--- src/rtl/cpu_ext_loader.sv ---
// Host-side session sequencer for the cpu external memory ports: streams a program into
// instruction memory, runs the core for a fixed cycle count, then dumps data memory words.
module cpu_ext_loader #(
   parameter int unsigned LEN_W = 16,
   parameter int unsigned RUN_W = 32
) (
   input  logic             clk,
   input  logic             rst,
   input  logic             start,
   input  logic [LEN_W-1:0] prog_len,
   input  logic [RUN_W-1:0] run_cycles,
   input  logic [LEN_W-1:0] dump_len,
   input  logic             s_valid,
   input  logic [31:0]      s_data,
   output logic             s_ready,
   output logic             m_valid,
   output logic [31:0]      m_data,
   input  logic             m_ready,
   output logic             cpu_enable,
   output logic [31:0]      addr_ext,
   output logic             wen_ext,
   output logic [31:0]      wdata_ext,
   output logic [31:0]      addr_ext_2,
   output logic             ren_ext_2,
   output logic             wen_ext_2,
   output logic [31:0]      wdata_ext_2,
   input  logic [31:0]      rdata_ext_2,
   output logic             busy,
   output logic             done
);

   localparam logic [2:0] S_IDLE  = 3'd0;
   localparam logic [2:0] S_LOAD  = 3'd1;
   localparam logic [2:0] S_FLUSH = 3'd2;
   localparam logic [2:0] S_RUN   = 3'd3;
   localparam logic [2:0] S_DREQ  = 3'd4;
   localparam logic [2:0] S_DWAIT = 3'd5;
   localparam logic [2:0] S_DOUT  = 3'd6;
   localparam logic [2:0] S_FIN   = 3'd7;

   localparam logic [LEN_W-1:0] IDX_ONE = LEN_W'(1);
   localparam logic [RUN_W-1:0] RUN_ONE = RUN_W'(1);

   logic [2:0]       state;
   logic [2:0]       state_nxt;
   logic [LEN_W-1:0] idx;
   logic [LEN_W-1:0] idx_nxt;
   logic [LEN_W-1:0] idx_inc;
   logic [RUN_W-1:0] run_cnt;
   logic [RUN_W-1:0] run_cnt_nxt;
   logic [LEN_W-1:0] prog_lat;
   logic [RUN_W-1:0] run_lat;
   logic [LEN_W-1:0] dump_lat;
   logic             accept;
   logic             hs_in;
   logic             hs_out;

   // Phase that follows the load phase, skipping any phase whose length is zero.
   function automatic logic [2:0] after_load(input logic [RUN_W-1:0] rc,
                                             input logic [LEN_W-1:0] dl);
      if (rc != '0)
         after_load = S_RUN;
      else if (dl != '0)
         after_load = S_DREQ;
      else
         after_load = S_FIN;
   endfunction

   function automatic logic [31:0] word_addr(input logic [LEN_W-1:0] i);
      word_addr = '0;
      word_addr[LEN_W+1:2] = i;
   endfunction

   assign accept  = (state == S_IDLE) && start;
   assign hs_in   = (state == S_LOAD) && s_valid && s_ready;
   assign hs_out  = (state == S_DOUT) && m_valid && m_ready;
   assign idx_inc = idx + IDX_ONE;

   always_comb begin
      state_nxt   = state;
      idx_nxt     = idx;
      run_cnt_nxt = run_cnt;
      case (state)
         S_IDLE: begin
            if (start) begin
               idx_nxt     = '0;
               run_cnt_nxt = '0;
               state_nxt   = (prog_len != '0) ? S_LOAD : after_load(run_cycles, dump_len);
            end
         end
         S_LOAD: begin
            if (hs_in) begin
               idx_nxt = idx_inc;
               if (idx == prog_lat - IDX_ONE)
                  state_nxt = S_FLUSH;
            end
         end
         S_FLUSH: begin
            idx_nxt   = '0;
            state_nxt = after_load(run_lat, dump_lat);
         end
         S_RUN: begin
            run_cnt_nxt = run_cnt + RUN_ONE;
            if (run_cnt == run_lat - RUN_ONE) begin
               idx_nxt   = '0;
               state_nxt = (dump_lat != '0) ? S_DREQ : S_FIN;
            end
         end
         S_DREQ:  state_nxt = S_DWAIT;
         S_DWAIT: state_nxt = S_DOUT;
         S_DOUT: begin
            if (hs_out) begin
               idx_nxt   = idx_inc;
               state_nxt = (idx_inc < dump_lat) ? S_DREQ : S_FIN;
            end
         end
         S_FIN:   state_nxt = S_IDLE;
         default: state_nxt = S_IDLE;
      endcase
   end

   // Every port-facing strobe is registered from the next state so each phase's
   // signal lines up with the cycle the FSM actually occupies that phase.
   always_ff @(posedge clk) begin
      if (rst) begin
         state      <= S_IDLE;
         idx        <= '0;
         run_cnt    <= '0;
         prog_lat   <= '0;
         run_lat    <= '0;
         dump_lat   <= '0;
         s_ready    <= 1'b0;
         m_valid    <= 1'b0;
         m_data     <= '0;
         cpu_enable <= 1'b0;
         addr_ext   <= '0;
         wen_ext    <= 1'b0;
         wdata_ext  <= '0;
         addr_ext_2 <= '0;
         ren_ext_2  <= 1'b0;
         busy       <= 1'b0;
         done       <= 1'b0;
      end else begin
         state   <= state_nxt;
         idx     <= idx_nxt;
         run_cnt <= run_cnt_nxt;
         if (accept) begin
            prog_lat <= prog_len;
            run_lat  <= run_cycles;
            dump_lat <= dump_len;
         end
         s_ready <= (state_nxt == S_LOAD);
         wen_ext <= hs_in;
         if (hs_in) begin
            addr_ext  <= word_addr(idx);
            wdata_ext <= s_data;
         end
         cpu_enable <= (state_nxt == S_RUN);
         ren_ext_2  <= (state_nxt == S_DREQ);
         if (state_nxt == S_DREQ)
            addr_ext_2 <= word_addr(idx_nxt);
         if (state == S_DWAIT) begin
            m_valid <= 1'b1;
            m_data  <= rdata_ext_2;
         end else if (hs_out) begin
            m_valid <= 1'b0;
         end
         busy <= (state_nxt != S_IDLE);
         done <= (state_nxt == S_FIN);
      end
   end

   assign wen_ext_2   = 1'b0;
   assign wdata_ext_2 = '0;

endmodule

--- config.mk ---
export PLATFORM = sky130hd
export DESIGN_NAME = cpu_ext_loader
export DESIGN_NICKNAME = d
export VERILOG_FILES = /design/src/rtl/cpu_ext_loader.sv
export SDC_FILE = /design/constraint.sdc
export NUM_CORES = 1
export LEC_CHECK = 0
export BUFFER_PORTS_ARGS = -buffer_cell sky130_fd_sc_hd__buf_2
export CAP_MARGIN = 10
export CORE_MARGIN = 2
export CORE_UTILIZATION = 50
export CTS_BUF_LIST = sky130_fd_sc_hd__clkbuf_16
export DETAILED_ROUTE_END_ITERATION = 16
export PLACE_DENSITY = 0.76
export SYNTH_ARGS = -nofsm -noshare
export SYNTH_HDL_FRONTEND = slang
export SYNTH_SLANG_ARGS = --single-unit
--- constraint.sdc ---
create_clock -name clk -period 4.4 [get_ports clk]
set_input_delay 0.22 -clock clk [delete_from_list [all_inputs] [get_ports clk]]
set_output_delay 0.22 -clock clk [all_outputs]
set_load 0.05 [all_outputs]
==> results of run 1 <==
[layout by cell type, fill, tap and decap left out, types with 9 or more instances in the layout]
cell,synthesis,routed
buf_4,66,20
a21oi_1,180,180
or2_2,13,13
nand3_1,43,43
mux2_2,14,14
o21ai_0,30,30
conb_1,1,65
dlygate4sd3_1,0,126
clkbuf_16,0,24
buf_2,3,234
nor3b_1,17,17
xor2_1,29,28
and3_1,15,14
nand2_1,356,355
a31o_2,11,11
nor2b_1,10,10
nand4_1,16,16
xnor2_1,48,48
or4_1,9,9
nor2_1,76,75
a21o_1,15,15
ha_1,19,18
nor4_1,34,34
inv_1,30,35
dfxtp_1,218,217
nor3_1,22,22
[final timing paths]
check                                        startpoint                          to  slack (ps)  cells after the start
worst min-delay path                     run_cycles[12]    run_lat[12]$_SDFFE_PP0P_          10                      3
worst max-delay path            run_lat[0]$_SDFFE_PP0P_  addr_ext_2[6]$_SDFFE_PP0N_         260                     13
worst max register to register  run_lat[0]$_SDFFE_PP0P_  addr_ext_2[6]$_SDFFE_PP0N_         260                     13
worst min register to register   m_data[9]$_SDFFE_PP0P_      m_data[9]$_SDFFE_PP0P_         450                      2
[worst max-delay path: stages (launching register included)]
cell and delay [ps]:
dfxtp_1 370, inv_1 80, ha_2 300, nor4b_1 290
nand4_1 310, buf_4 260, nor3_1 200, xnor2_1 100
nor4_1 350, nand4_1 240, or4_1 650, o21a_1 270
o31ai_1 390, a311oi_2 150
[area by class of cell]
| type | instances | share of cell area |
|---|---|---|
| inverters | 30 | 0.00776 |
| multi-input cells | 1141 | 0.434 |
| clock inverters | 20 | 0.0104 |
| diodes | 2 | 0.000345 |
| flip-flops and latches | 218 | 0.301 |
| well taps | 285 | 0.0246 |
| clock buffers | 24 | 0.0414 |
| repair buffers | 383 | 0.181 |
[per-stage QoR]
step,power (mW),instances
3_5_place_dp,4.83,1926
6_report,6.94,2103
5_1_grt,7.30,2103
4_1_cts,6.84,2096
2_1_floorplan,4.31,1543
3_3_place_gp,4.80,1926
[power by group]
group	leakage [nW]	total, mW	internal, mW	switching (mW)
Clock	0.391	1.92	1.11	0.811
Sequential	1.77	2.41	2.17	0.240
Combinational	3.97	2.60	0.956	1.65
[flip-flops by register name, indices dropped and copies added (netlist names), 16 cells and up]
name and cells:
dump_lat 16, addr_ext_2 16, idx 16, prog_lat 16, run_lat 32, m_data 32
wdata_ext 32, addr_ext 16, run_cnt 32
[cell families after synthesis]
kind of cell	Yosys count
other	1
XOR/XNOR	77
flip-flops	218
buffers and inverters	184
AO/OA/AOI/OAI	296
AND/OR/NAND/NOR	663
multiplexers	21
adder cells (fa/ha/maj)	19
[routing by layer]
metal  part of all wire  vias to the layer above  global-route usage
met2               0.49                      550               0.496
met4              0.047                        0               0.132
li1                   -                     5579                   -
met1               0.40                     5432               0.337
met3              0.062                      125              0.0389
met5                  0                        -                   0
[timing repair]
action | in CTS | in global routing
endpoints found under the hold margin | 126 | 0
endpoints found under the setup margin | 0 | 17
hold buffers | 126 | 0
buffers inserted | 0 | 4
resized for setup | 0 | 4
==> impl_summary.md, run 1 <==
Outcome
The run finished with clean final reports.

Worst setup path
The data arrival time of the critical path is 4510 ps. STA classifies the critical path endpoint as a register. The critical path in this run is classified as register to register. Data on the critical path is required at its endpoint by 4770 ps. The kind of start point of the critical path is a register. The maximum fanout encountered on the critical timing path is 9.

Route
The detailed-router iteration count before antenna repair is 7. The count of nets left with antenna violations after detail routing is 0. After detailed routing, the number of vias per cell comes to 5.56. In the final routed layout, each cell accounts on average for 16.8 um. After detailed routing, the number of remaining DRC violations is 0.

The first routing iteration left 962 violations. Summing over every cut layer, the via total after detailed routing is 11.7k. The aggregate routed wire length is 35.4 mm.

GRT
Across every metal layer, demand over resource in global routing totals 0.280. After global routing the overflow that remains totals 0. The first global-routing pass estimated between 50 and 60 mm of wire. The number of antenna violations at the first check in global routing came to 2. The number of global-route vias before repair is 11.1k.

The pin count of the biggest net entering global routing is roughly 120.

Yosys
The synthesized netlist contains 73 unique library cells. Counting flops and latches in the post-synthesis netlist gives between 200 and 250. The adder and majority gate portion of the synthesized area is 0.0210. Measured against the total synthesized area, the mux share comes to 0.0201. Of the total synthesized cell area, the portion taken by AND, OR, NAND and NOR gates is 0.276. Of the total synthesized cell area, the portion taken by XOR and XNOR cells is 0.0594. Averaged over all synthesized cells, the footprint is 7.67 um^2. Counting flops with an async set or reset pin after synthesis yields a share of 0. Among all flip-flop cells after synthesis, the most frequent one is dfxtp_1. Ranked by total cell area, the synthesized netlist is headed by dfxtp_1 (38%), nand2_1 (12%), a21oi_1 (7.9%).

The compound-cell area share of the yosys netlist came to 0.155. After synthesis, the largest family of logic cells by area is simple AND/OR/NAND/NOR gates. The share of synthesized area in the top cell type comes to 0.385. The largest area contributor in the synthesized netlist is dfxtp_1.

The leading cell type by number of instances after synthesis is nand2_1. The netlist area before placement is 11,300 um^2. The proportion of synthesized chip area in sequential cells is 0.385. Sorting the synthesized cells by how often they occur yields nand2_1 (356), dfxtp_1 (218), a21oi_1 (180). The cell count after synthesis is ~1.5k. The count of warnings emitted by yosys is 0. Counting flops with a built-in enable in the synthesized netlist gives 0.

Layout
The count of fill cells added during filler insertion is 1,864. The register area is approximately 4400 um^2. The fraction of layout instances using a drive strength above 1 is 0.194. After routing the design area is about 15,000 um^2. Measured on the finished design, the core utilization comes to 0.647. The total number of nets in the final design is ~2.0k. The multi-input combinational cells in the finished layout cover a total of 6300 um^2. Relative to the synthesized area, the layout overhead comes to 27.9%.

STA
The remaining max-slew budget at the tightest pin is 0.185. The max-slew violation count came to 0. The maximum clock skew at final layout is 9.98 ps. The sum of negative setup slack is 0 ps. The count of final hold-check violations is 0. The smallest setup slack after layout is 255 ps. The worst hold slack across all endpoints is 11.1 ps.

The fmax is 0.241 GHz. The measured slew at the worst slew-check pin is 1220 ps. The worst path in the final design needs a cycle of 4140 ps, including I/O delays and setup. Setup violations remaining at the end of the flow were counted as 0. The final period utilization is 0.942. Setup repair after global routing left no endpoint under its margin.

Placement
The worst slack after detailed placement is about 280 ps. The total placed instance area is 12,400 um^2. The count of input and output buffers is 235. The global placer's final weighted congestion is ~0.94. The estimated wirelength of the detail-placed design is roughly 23 mm.

Clocking
TritonCTS built the clock tree. The root buffer selected by CTS is clkbuf_16. The clock-pin slew on the worst setup and hold paths is roughly 60 ps. The clock passes through at most 3 buffers. Clock tree synthesis inserted a total of 24 buffers.

The total number of H-tree levels is 1. Clock tree synthesis found a total of 218 sinks. The clock reaches the later pin of the worst-skew pair after 520 ps.

Run
The reported max-cap violation count is 0.

Floorplan
The effective utilization at floorplan is 0.506. The core region is 22,400 um^2. The I/O pin total is between 300 and 400.

The area of the die is between 20,000 and 25,000 um^2. The placement row count is 55. The die outline width is 155 um. From bottom edge to top edge, the die measures 155 um.

Power and ir drop
The analysis attributes to cell leakage a power of 6.12 nW. Power spread over the standard cell area amounts to roughly 480 nW/um^2. The maximum vdd ir drop is about 0.24 mV.

Worst hold path
The path class of the tightest hold or removal check is input port to register.
(Power assumes the default switching activity.)
==> run 2: changes to the inputs <==
==> constraint.sdc (replaced) <==
create_clock -name clk -period 4.4 [get_ports clk]
set_input_delay 0.44 -clock clk [delete_from_list [all_inputs] [get_ports clk]]
set_output_delay 0.44 -clock clk [all_outputs]
set_load 0.05 [all_outputs]
==> impl_summary.md, run 2 (same netlist as run 1, synthesis figures left out) <==
Outcome
The flow ran to the end, and the final reports show no timing, DRC or antenna violations.

Clocking
The maximum number of buffers from clock root to sink is 3 (unchanged). TritonCTS built the clock tree. The quantity of hold-fixing buffers added after cts is 0 (-100%).

The total CTS buffers is 24 (unchanged). The total number of H-tree levels is 1 (unchanged). The clock-pin slew on the worst setup and hold paths came to 60 ps (about the same). The root buffer selected by CTS is clkbuf_16. The clock network latency to the later pin of the worst-skew pair came to 520 ps (about the same). The total number of clock tree sinks is 218 (unchanged).

Floorplan
The area of the placeable core is 22,400 um^2 (unchanged). The I/O pin total is 301 (unchanged). The area of the die is 23,900 um^2 (unchanged).

The die height is 155 um (unchanged). The effective utilization at floorplan is 0.506 (unchanged). The die outline width is 155 um (unchanged). The placement row count is 55 (unchanged).

Layout
The total number of nets in the final design is 1,824 (-6.5%). In the layout the commonest cells are nand2_1 (355), buf_2 (234), dfxtp_1 (217), a21oi_1 (180), nor2_1 (75). Leaving out fill and tap cells, the most frequent cell in the layout is nand2_1. The count of non-filler cells in the finished layout is 1,976 (-6.0%).

The fraction of layout instances using a drive strength above 1 was 0.208 (+0.0145). Compared with the post-synthesis result, the final layout area differs by 16.7%.

Route
The length of routed met3 wiring is 1.70 mm (-22%). The total number of vias is 10.9k (-6.5%). The aggregate routed wire length is 31.6 mm (-11%).

The wire length per cell is 16.0 um (-5.0%). The final routed DRC violation total is 0 (unchanged). The ratio of routed vias to standard cells came to 5.53 (-0.52%). The number of DRC violations after detailed-routing iteration 0 was 822 (-15%). Routed signal wires occupy layers up through met4. The count of nets left with antenna violations after detail routing was 0 (unchanged). The met2 layer wire length in the routed design came to 15.2 mm (-12%). The routed length on met1 is 13.5 mm (-4.3%). The detailed-router iteration count before antenna repair came to 5 (-2).

Worst hold path
The path class of the lowest-slack min-delay path is input port to register. The cell depth of the worst hold path is 3 (unchanged).

Worst setup path
The worst-case reg-to-reg path depth was 13 (unchanged). The maximum fanout encountered on the critical timing path was 9 (unchanged). The endpoint required time on the critical path is 4770 ps (about the same). The critical path is of the register to register type.

The kind of start point of the critical path is a register. The endpoint kind of the worst setup timing path is a register. The internal reg-to-reg setup slack is 270 ps (+20 ps). The data arrival time of the critical path is 4500 ps (about the same).

GRT
The overall track demand over capacity in global routing is 0.251 (-0.0290). The sum of overflow across all layers after global routing was 0 (unchanged). The number of antenna violations at the first check in global routing is 1 (-1). The number of global-route vias before repair was 10.0k (-9.7%). The wire length of the first global-routing pass came to 50.0 mm (-9.8%). The pin count of the biggest net entering global routing is 124 (unchanged).

Placement
The estimated wirelength of the detail-placed design is 23.0 mm (unchanged). The placed instance count came to 1,926 (unchanged). The count of input and output buffers is 235 (unchanged). The global placer's final weighted congestion is 0.944 (unchanged).

Power and ir drop
The leakage power figure is 5.60 nW (-8.6%). The cell area power density is 514 nW/um^2 (+7.4%). The maximum vdd ir drop is 0.242 mV (+1.2%).

STA
The final period utilization is 0.938 (-0.00372). The shortest period the worst path allows was 4130 ps (-16.4 ps). The count of final hold-check violations was 0 (unchanged). The fmax came to 0.242 GHz (+0.40%). The max-slew violation count was 0 (unchanged). The measured slew at the worst slew-check pin came to 1160 ps (-64.8 ps). The worst hold slack across all endpoints is 147 ps (+136 ps).

The maximum clock skew at final layout is 10.5 ps (+0.503 ps). The setup-violating endpoint count in the final report is 0 (unchanged). Setup repair after global routing left no endpoint under its margin. The sum of negative setup slack is 0 ps (unchanged). The remaining max-slew budget at the tightest pin was 0.228 (+0.0432).

Run
The reported max-cap violation count is 0 (unchanged).
-- run 2: cell types whose count changed in the layout (fill, tap and decap cells not counted) --
| cell | change |
|---|---|
| dlygate4sd3_1 | -126 |
| diode_2 | -1 |
-- run 2: final cells by class --
class | instances | area (um^2)
Antenna cell | 1 | 2.50
Clock buffer | 24 | 601
Clock inverter | 20 | 151
Fill cell | 2085 | 9190
Inverter | 30 | 113
Multi-Input combinational cell | 1141 | 6300
Sequential cell | 218 | 4370
Tap cell | 285 | 357
Timing Repair Buffer | 257 | 1360
-- run 2: worst paths after layout --
check | endpoint | startpoint
max reg2reg | addr_ext_2[6]$_SDFFE_PP0N_ | run_lat[0]$_SDFFE_PP0P_
min | wdata_ext[17]$_SDFFE_PP0P_ | s_data[17]
max | addr_ext_2[6]$_SDFFE_PP0N_ | run_lat[0]$_SDFFE_PP0P_
min reg2reg | m_data[9]$_SDFFE_PP0P_ | m_data[9]$_SDFFE_PP0P_
-- run 2: critical path, cell delays in order (launching register included) --
cell	delay (ps)
dfxtp_1	370
inv_1	80
ha_2	290
nor4b_1	300
nand4_1	310
buf_4	260
nor3_1	200
xnor2_1	100
nor4_1	320
nand4_1	240
or4_1	650
o21a_1	270
o31ai_1	400
a311oi_2	160
-- run 2: routing by layer --
metal / global-route usage / vias to the layer above
met1: 0.319 / 5115
met2: 0.433 / 401
met5: 0 / -
met3: 0.0345 / 74
li1: - / 5333
met4: 0.0992 / 0
-- run 2: repair_timing --
action,in CTS,in global routing
setup buffers,0,4
endpoints found under the setup margin,0,17
gates resized for setup,0,4
-- run 2: report_power, final --
group | internal, mW | switching [mW]
registers | 2.17 | 0.236
clock network | 1.11 | 0.808
logic | 0.882 | 1.60
total | 4.16 | 2.64
-- run 2: metrics by stage --
stage | instance area (um^2) | utilization | total power [mW] | worst slack, ps
2_1_floorplan | 11600 | - | 4.31 | 505
3_3_place_gp | 12400 | 0.555 | 4.80 | 417
3_5_place_dp | 12400 | 0.555 | 4.83 | 283
4_1_cts | 13200 | 0.588 | 6.76 | 209
5_1_grt | 13200 | 0.590 | 7.18 | 3.43
6_report | 13200 | 0.590 | 6.80 | 272
